$ cat config.mk
export PLATFORM = sky130hd
export DESIGN_NAME = ifetch
export DESIGN_NICKNAME = d
export VERILOG_FILES = /design/src/rtl/ifetch_pkg.sv /design/src/rtl/ifetch_inst_fifo.sv /design/src/rtl/ifetch.sv
export SDC_FILE = /design/constraint.sdc
export NUM_CORES = 1
export LEC_CHECK = 0
export ABC_AREA = 1
export CAP_MARGIN = 20
export CORE_MARGIN = 2
export CORE_UTILIZATION = 60
export CTS_CLUSTER_DIAMETER = 150
export DETAILED_ROUTE_END_ITERATION = 8
export GPL_ROUTABILITY_DRIVEN = 1
export PLACE_DENSITY = 0.86
export SLEW_MARGIN = 15
export SYNTH_ARGS = -nofsm -noshare
export SYNTH_HDL_FRONTEND = slang
export SYNTH_SLANG_ARGS = --single-unit
export TNS_END_PERCENT = 30
$ cat constraint.sdc
create_clock -name clk_i -period 9.4 [get_ports clk_i]
set_input_delay 1.88 -clock clk_i [delete_from_list [all_inputs] [get_ports clk_i]]
set_output_delay 1.88 -clock clk_i [all_outputs]
set_load 0.01 [all_outputs]
$ cat src/rtl/ifetch_pkg.sv
// Shared types and helpers for the instruction fetch controller.
package ifetch_pkg;

    typedef enum logic [1:0] {
        IDLE,
        WAIT,
        DROP
    } fetch_state_t;

    localparam int INST_BYTES = 4;

    typedef logic [31:0] addr_t;

    function automatic addr_t next_pc(input addr_t pc);
        return pc + addr_t'(INST_BYTES);
    endfunction

    // Redirect targets may arrive unaligned; the low bits are simply dropped.
    function automatic addr_t align_pc(input addr_t pc);
        return pc & ~addr_t'(INST_BYTES - 1);
    endfunction

endpackage

$ cat src/rtl/ifetch_inst_fifo.sv
// Prefetch queue: synchronous FIFO with a registered head word.
// Flush wins over push and pop; head reads zero after reset or flush.
module inst_fifo #(
    parameter int DEPTH = 4,
    parameter int WIDTH = 32
) (
    input  logic             clk_i,
    input  logic             reset_i,
    input  logic             push,
    input  logic [WIDTH-1:0] push_data,
    input  logic             pop,
    input  logic             flush,
    output logic [WIDTH-1:0] head,
    output logic             empty,
    output logic             full
);

    localparam int AW = $clog2(DEPTH);
    localparam logic [AW:0] FULL_CNT = (AW + 1)'(DEPTH);
    localparam logic [AW:0] ONE_CNT  = {{AW{1'b0}}, 1'b1};

    logic [WIDTH-1:0] mem [DEPTH];
    logic [AW-1:0]    rd_ptr;
    logic [AW-1:0]    wr_ptr;
    logic [AW-1:0]    rd_next;
    logic [AW:0]      cnt;
    logic             do_push;
    logic             do_pop;

    assign empty   = (cnt == '0);
    assign full    = (cnt == FULL_CNT);
    assign rd_next = rd_ptr + 1'b1;
    assign do_pop  = pop && !empty;
    assign do_push = push && (!full || do_pop);

    always_ff @(posedge clk_i) begin
        if (do_push && !flush) begin
            mem[wr_ptr] <= push_data;
        end
    end

    // The head register tracks the entry at rd_ptr so the consumer sees a flop output.
    always_ff @(posedge clk_i) begin
        if (reset_i || flush) begin
            rd_ptr <= '0;
            wr_ptr <= '0;
            cnt    <= '0;
            head   <= '0;
        end else begin
            if (do_push) begin
                wr_ptr <= wr_ptr + 1'b1;
            end
            if (do_pop) begin
                rd_ptr <= rd_next;
            end
            case ({do_push, do_pop})
                2'b10:   cnt <= cnt + ONE_CNT;
                2'b01:   cnt <= cnt - ONE_CNT;
                default: cnt <= cnt;
            endcase
            if (do_pop && (cnt > ONE_CNT)) begin
                head <= mem[rd_next];
            end else if (do_push && (empty || (do_pop && (cnt == ONE_CNT)))) begin
                head <= push_data;
            end
        end
    end

endmodule

$ cat src/rtl/ifetch.sv
// Instruction fetch controller: issues PC-ordered word reads over req/ack,
// buffers them in a prefetch queue and hands them to the control unit.
module ifetch
    import ifetch_pkg::*;
#(
    parameter logic [31:0] RESET_PC = 32'h0000_0000,
    parameter int          QDEPTH   = 4
) (
    input  logic        clk_i,
    input  logic        reset_i,
    input  logic        inst_consume_i,
    output logic [31:0] inst_o,
    output logic        inst_ready_o,
    input  logic        redirect_i,
    input  logic [31:0] redirect_pc_i,
    input  logic        inhibit_i,
    output logic        mem_req_o,
    output logic [31:0] mem_addr_o,
    input  logic        mem_ack_i,
    input  logic [31:0] mem_data_i
);

    fetch_state_t state;
    addr_t        pc;
    logic         consume_q;
    logic         pop;
    logic         push;
    logic         fifo_empty;
    logic         fifo_full;

    // A word is retired on the falling edge of the consume level.
    assign pop          = consume_q & ~inst_consume_i & inst_ready_o;
    assign push         = (state == WAIT) && mem_ack_i && !redirect_i;
    assign inst_ready_o = !fifo_empty;

    inst_fifo #(
        .DEPTH (QDEPTH),
        .WIDTH (32)
    ) u_inst_fifo (
        .clk_i     (clk_i),
        .reset_i   (reset_i),
        .push      (push),
        .push_data (mem_data_i),
        .pop       (pop),
        .flush     (redirect_i),
        .head      (inst_o),
        .empty     (fifo_empty),
        .full      (fifo_full)
    );

    always_ff @(posedge clk_i) begin
        if (reset_i) begin
            consume_q <= 1'b0;
        end else begin
            consume_q <= inst_consume_i;
        end
    end

    // Requests are only issued from IDLE, so the queue never holds more than
    // one in-flight word beyond its count and a push can never overflow.
    always_ff @(posedge clk_i) begin
        if (reset_i) begin
            state      <= IDLE;
            pc         <= RESET_PC;
            mem_req_o  <= 1'b0;
            mem_addr_o <= '0;
        end else begin
            case (state)
                IDLE: begin
                    if (redirect_i) begin
                        pc <= align_pc(redirect_pc_i);
                    end else if (!inhibit_i && !fifo_full) begin
                        mem_req_o  <= 1'b1;
                        mem_addr_o <= pc;
                        state      <= WAIT;
                    end
                end
                WAIT: begin
                    if (mem_ack_i) begin
                        mem_req_o <= 1'b0;
                        state     <= IDLE;
                        pc        <= redirect_i ? align_pc(redirect_pc_i) : next_pc(pc);
                    end else if (redirect_i) begin
                        pc    <= align_pc(redirect_pc_i);
                        state <= DROP;
                    end
                end
                DROP: begin
                    if (redirect_i) begin
                        pc <= align_pc(redirect_pc_i);
                    end
                    if (mem_ack_i) begin
                        mem_req_o <= 1'b0;
                        state     <= IDLE;
                    end
                end
                default: begin
                    mem_req_o <= 1'b0;
                    state     <= IDLE;
                end
            endcase
        end
    end

endmodule

# Word level (Yosys, flattened, before mapping)
# Memories as Yosys holds them, arrays and structs flattened.
# Cells that the tools add are included.
# W data, S select, Z words.
# totals
n_memories	1
reg_bits	107
inputBits	70
ramBits	128
# mem_list
memory	words	word_bits	read_ports	rd_ports_with_merged_regs	write_ports	line_no	text
u_inst_fifo.mem	4	32	1	0	1	ifetch_inst_fifo.sv:22	logic [WIDTH-1:0] mem [DEPTH];
# classes
n_mux	19
n_reduce_logical	26
n_addsub	5
n_eq_ne	11
order_cmp	1
n_bitwise	4
# ops
cell	count
$mux W32	5
$pmux W32 S2	1
$add A32 B3 Y32 const B	1
$mux W2	5
$logic_and A1 B1 Y1	9
$ne A2 B2 Y1 const B	3
$pmux W2 S3	1
$pmux W3 S2	1
$reduce_and A3 Y1	2
$reduce_bool A2 Y1	3
$mux W1	5
$add A2 B1 Y2 const B	2
$eq A2 B1 Y1 const B	2
$eq A2 B2 Y1 const B	2
$logic_not A1 Y1	4
$reduce_and A4 Y1	1
$reduce_or A2 Y1	2
$add A3 B1 Y3 const B	1
$eq A3 B1 Y1 const B	1
$eq A3 B3 Y1 const B	1
$gt A3 B1 Y1 const B	1
$logic_not A3 Y1	1
$logic_or A1 B1 Y1	3
$ne A3 B3 Y1 const B	1
other kinds (6)	8

# Logic depth before layout (Yosys ltp)
# logic_depth
depth_word	9
mapped_depth	13

# Modules after synthesis
# A second synthesis with hierarchy kept.
# hier_totals
hier_cells	1371
area_unflattened_um2	11084.4
# modules_own_cells
mod	cells_each	area_each_um2	instances
inst_fifo	798	7354.6	1
ifetch	573	3729.8	1

# Least setup slack after synthesis
# Ideal clock, no wire load.
# synth_path
path_type	in2reg
startpoint	in inst_consume_i
endpoint	mem u_inst_fifo.mem[0][0], enable pin
stages	6
n_path_buf	1
arrival_time_ps	3841
setup_time_ps	421
slack_ps	5138
cell_sequence	nor2_1 > nand2_4 > nand2_1 > nand2_1 > buf_2 > nor2_1
# synth_via
elab_chain_len	9
# synth_rtl
element	line_no	text
from (decl)	ifetch.sv:11	input logic inst_consume_i,
$not A1 Y1	ifetch.sv:32	assign pop = consume_q & ~inst_consume_i & inst_ready_o;
$and A1 B1 Y1 (2 in series)	ifetch.sv:32	
$logic_and A1 B1 Y1	ifetch_inst_fifo.sv:33	assign do_pop = pop && !empty;
$logic_or A1 B1 Y1	ifetch_inst_fifo.sv:34	assign do_push = push && (!full || do_pop);
$logic_and A1 B1 Y1	ifetch_inst_fifo.sv:34	
$logic_and A1 B1 Y1	ifetch_inst_fifo.sv:37	if (do_push && !flush) begin
$mux W1	ifetch_inst_fifo.sv:37	
$mux W1 (not written as such)	ifetch_inst_fifo.sv:38	mem[wr_ptr] <= push_data;
to (decl)	ifetch_inst_fifo.sv:22	
# No other way between the ends.

# Worst setup path in the final report
# layout_path
startpoint	in redirect_i
endpoint	reg mem_addr_o[21]
# layout_via
elab_chain_len	2
# layout_rtl
element	line_no	text
from (decl)	ifetch.sv:14	input logic redirect_i,
$not A1 Y1 (no source line)	-	
$reduce_and A3 Y1 (no source line)	-	
to (signal assigned)	ifetch.sv:74	mem_addr_o <= pc;
to (decl)	ifetch.sv:18	output logic [31:0] mem_addr_o,
# No other way between the ends.
# A chain may end at the register's enable or synchronous reset.

==> impl_metrics.ini <==
[die]
coreArea_sq_um = 17100
initial_core_util_pct = 60.7
ios = 136
fp.dieW_microns = 135
die_area_sq_um = 18300
num_rows = 48
die_y_microns = 135

[clock_network]
post-cts-setup-buffers = 0
clk_latency_ns = 0.52
postCtsHoldBufs = 0
clkTransAtPathRegs_ns = 0.06
cts_buffer_depth = 3
cts_tree = yes
post_cts_resized = 0
root_buffer = clkbuf_16
cts_buffers = 24
cts_max_level = 1
clock_sinks = 235

[worst_hold_path]
hold_depth = 2
min_from = pc[1]$_SDFFE_PP0P_
holdPathEnd = pc[1]$_SDFFE_PP0P_
hold_path.class = flip-flop to flip-flop

[sta]
period_share_pct = 45.6
setup_viol = 0
tightest_slew_ns = 1.09
hold_violations = 0
period_needed_ns = 4.29
max_freq_ghz = 0.233
fin_tns_setup_ns = 0
skew_ns = 0.0135
hold_ws_ns = 0.449
grt_setup_unrepaired = no
report.final.slew_viol_count = 0
maxSlewHeadroom_pct = 27.3

[yosys]
synth_top_area_share_pct = 37.1
synth_top_area_cell = edfxtp_1
synth_fp_nets = 1276
synthCells = 1193
synth_warnings = 0
syn_area_per_cell_sq_um = 8.68
synth_cell_types = 38
synthArstFlopShare_pct = 0
synthTopCellsByArea = edfxtp_1 (37%), dfxtp_1 (21%), nand2_1 (9.6%)
ys_seq_elements = 235
synth_ff_type = edfxtp_1
synth_sequential_area_ratio_pct = 57.8
synthesis.area_sq_um = 10300
synth_edf_count = 128

[routing]
vias = 8772
drt_iter0_drc = 997
via_per_inst = 5.67
wl_per_cell_microns = 16.5
final_antenna_net_count = 0
drtPass1Iterations = 6
wl_mm = 25.6
drc = 0

[status]
status = finished, final reports clean

[critical_path]
rr_worst_depth = 11
crit_required_ns = 9.84
criticalPathCategory = primary input to flip-flop
crit_path_max_fanout = 36
r2r_setup_slack_ns = 6.43
cp-end-kind = flip-flop
crit_path_start_kind = primary input
cp.arrival_ns = 4.73
regToRegEndpoint = u_inst_fifo.head[10]$_SDFFE_PP0P_
timing.rr.start = u_inst_fifo.cnt[0]$_SDFFE_PP0P_

[global_routing]
grt_max_degree = 52
grt_pass1_wl_mm = 40.5
grt.overflow.total = 0
grt_pass1_vias = 8229
grtUsageTotal_pct = 27.7
grt_antenna_before_repair = 0

[cells_and_area]
drive_gt1_share_pct = 5.37
finish.utilization_pct = 73.9
final_common_cell = nand2_1
nFillCells = 1192
diodes = 0
fin_area_sq_um = 12600
area_growth_pct = 21.8
nNetsFinal = 1388
layout_common_cells = nand2_1 (264), nor2_1 (143), clkdlybuf4s50_1 (132)

[placed_design]
port_buffers = 133
dp_hpwl_mm = 15.6
place_area_sq_um = 11800
routabilityCongestion = 0.941

[pwr]
p_leak_uw = 0.00475
ir_drop_mv = 0.167
p_total_uw = 2270
power.density_nw_per_um2 = 180

[run]
cap_violations = 0
[flip-flops by register name (all words and copies together) (netlist names)]
register	flops
pc	32
u_inst_fifo.mem	128
u_inst_fifo.rd_ptr	2
u_inst_fifo.wr_ptr	2
mem_addr_o	32
consume_q	1
mem_req_o	1
state	2
u_inst_fifo.cnt	3
u_inst_fifo.head	32
[worst max-delay path by stage]
| stage | startpoint | to | slack (ns) | depth (start not counted) |
|---|---|---|---|---|
| floorplan | inst_consume_i | u_inst_fifo.mem[0][0]$_DFFE_PP_ | 5.14 | 6 |
| global placement | redirect_i | mem_addr_o[2]$_SDFFE_PP0P_ | 4.28 | 8 |
| detailed placement | redirect_i | mem_addr_o[14]$_SDFFE_PP0P_ | 4.20 | 8 |
| CTS | redirect_i | mem_addr_o[13]$_SDFFE_PP0P_ | 4.67 | 8 |
| global route | redirect_i | mem_addr_o[6]$_SDFFE_PP0P_ | 4.90 | 9 |
| finish | redirect_i | mem_addr_o[21]$_SDFFE_PP0P_ | 5.11 | 9 |
[metrics by stage]
stage,setup WS (ns),cells
global route,4.90,1548
detailed placement,4.20,1503
CTS,4.67,1547
floorplan,5.14,1193
global placement,4.28,1503
finish,5.11,1548
[synth_stat cells, types with 4 or more instances]
cell,count
a211oi_1,4
edfxtp_1,128
ha_1,13
nand3_1,83
nor2_1,148
o21ai_1,22
dfxtp_1,107
inv_2,4
o221ai_1,7
inv_1,99
a31oi_1,4
a21oi_1,102
clkbuf_1,31
o21ai_0,104
buf_2,18
nand2_1,264
nor3_1,6
buf_1,6
nand4_1,8
[area by class of cell]
cell class | count | area, sq um | share of cell area, %
inverter | 106 | 398 | 3.16
multi-input combinational | 791 | 3700 | 29.3
tap | 225 | 282 | 2.23
timing repair buffer | 147 | 1440 | 11.4
clock buffer | 38 | 707 | 5.61
sequential | 235 | 5990 | 47.5
clock inverter | 6 | 96.3 | 0.764
[worst max-delay path, stage by stage]
cell and delay [ns]:
clkdlybuf4s50_1 0.46, buf_4 0.29, nor2_1 0.09, nand2_1 0.08, clkinv_1 0.79, nand2_1 0.65
buf_8 0.25, nand2_1 0.07, a21oi_1 0.14
[where the power goes]
group	total, uW	leakage (uW)	internal [uW]	switching [uW]
Sequential	1130	0.00202	1100	24.5
Combinational	172	0.00234	71.2	101
Clock	964	0.000385	572	392
[layer usage]
metal,vias up,wire (microns),track usage [%]
met2,404,12400,46.5
li1,4216,-,-
met5,-,0,0
met4,0,596,9.61
met1,4098,10600,37.1
met3,54,1970,4.08
[cells by family after synthesis]
| family | synth area share [%] |
|---|---|
| XOR/XNOR | 0.423 |
| buffers and inverters | 6.54 |
| flip-flops | 57.8 |
| AND/OR/NAND/NOR | 20.8 |
| adder cells (fa/ha/maj) | 1.57 |
| AO/OA/AOI/OAI | 12.9 |
Note: power is estimated with default switching activity, not from simulation.
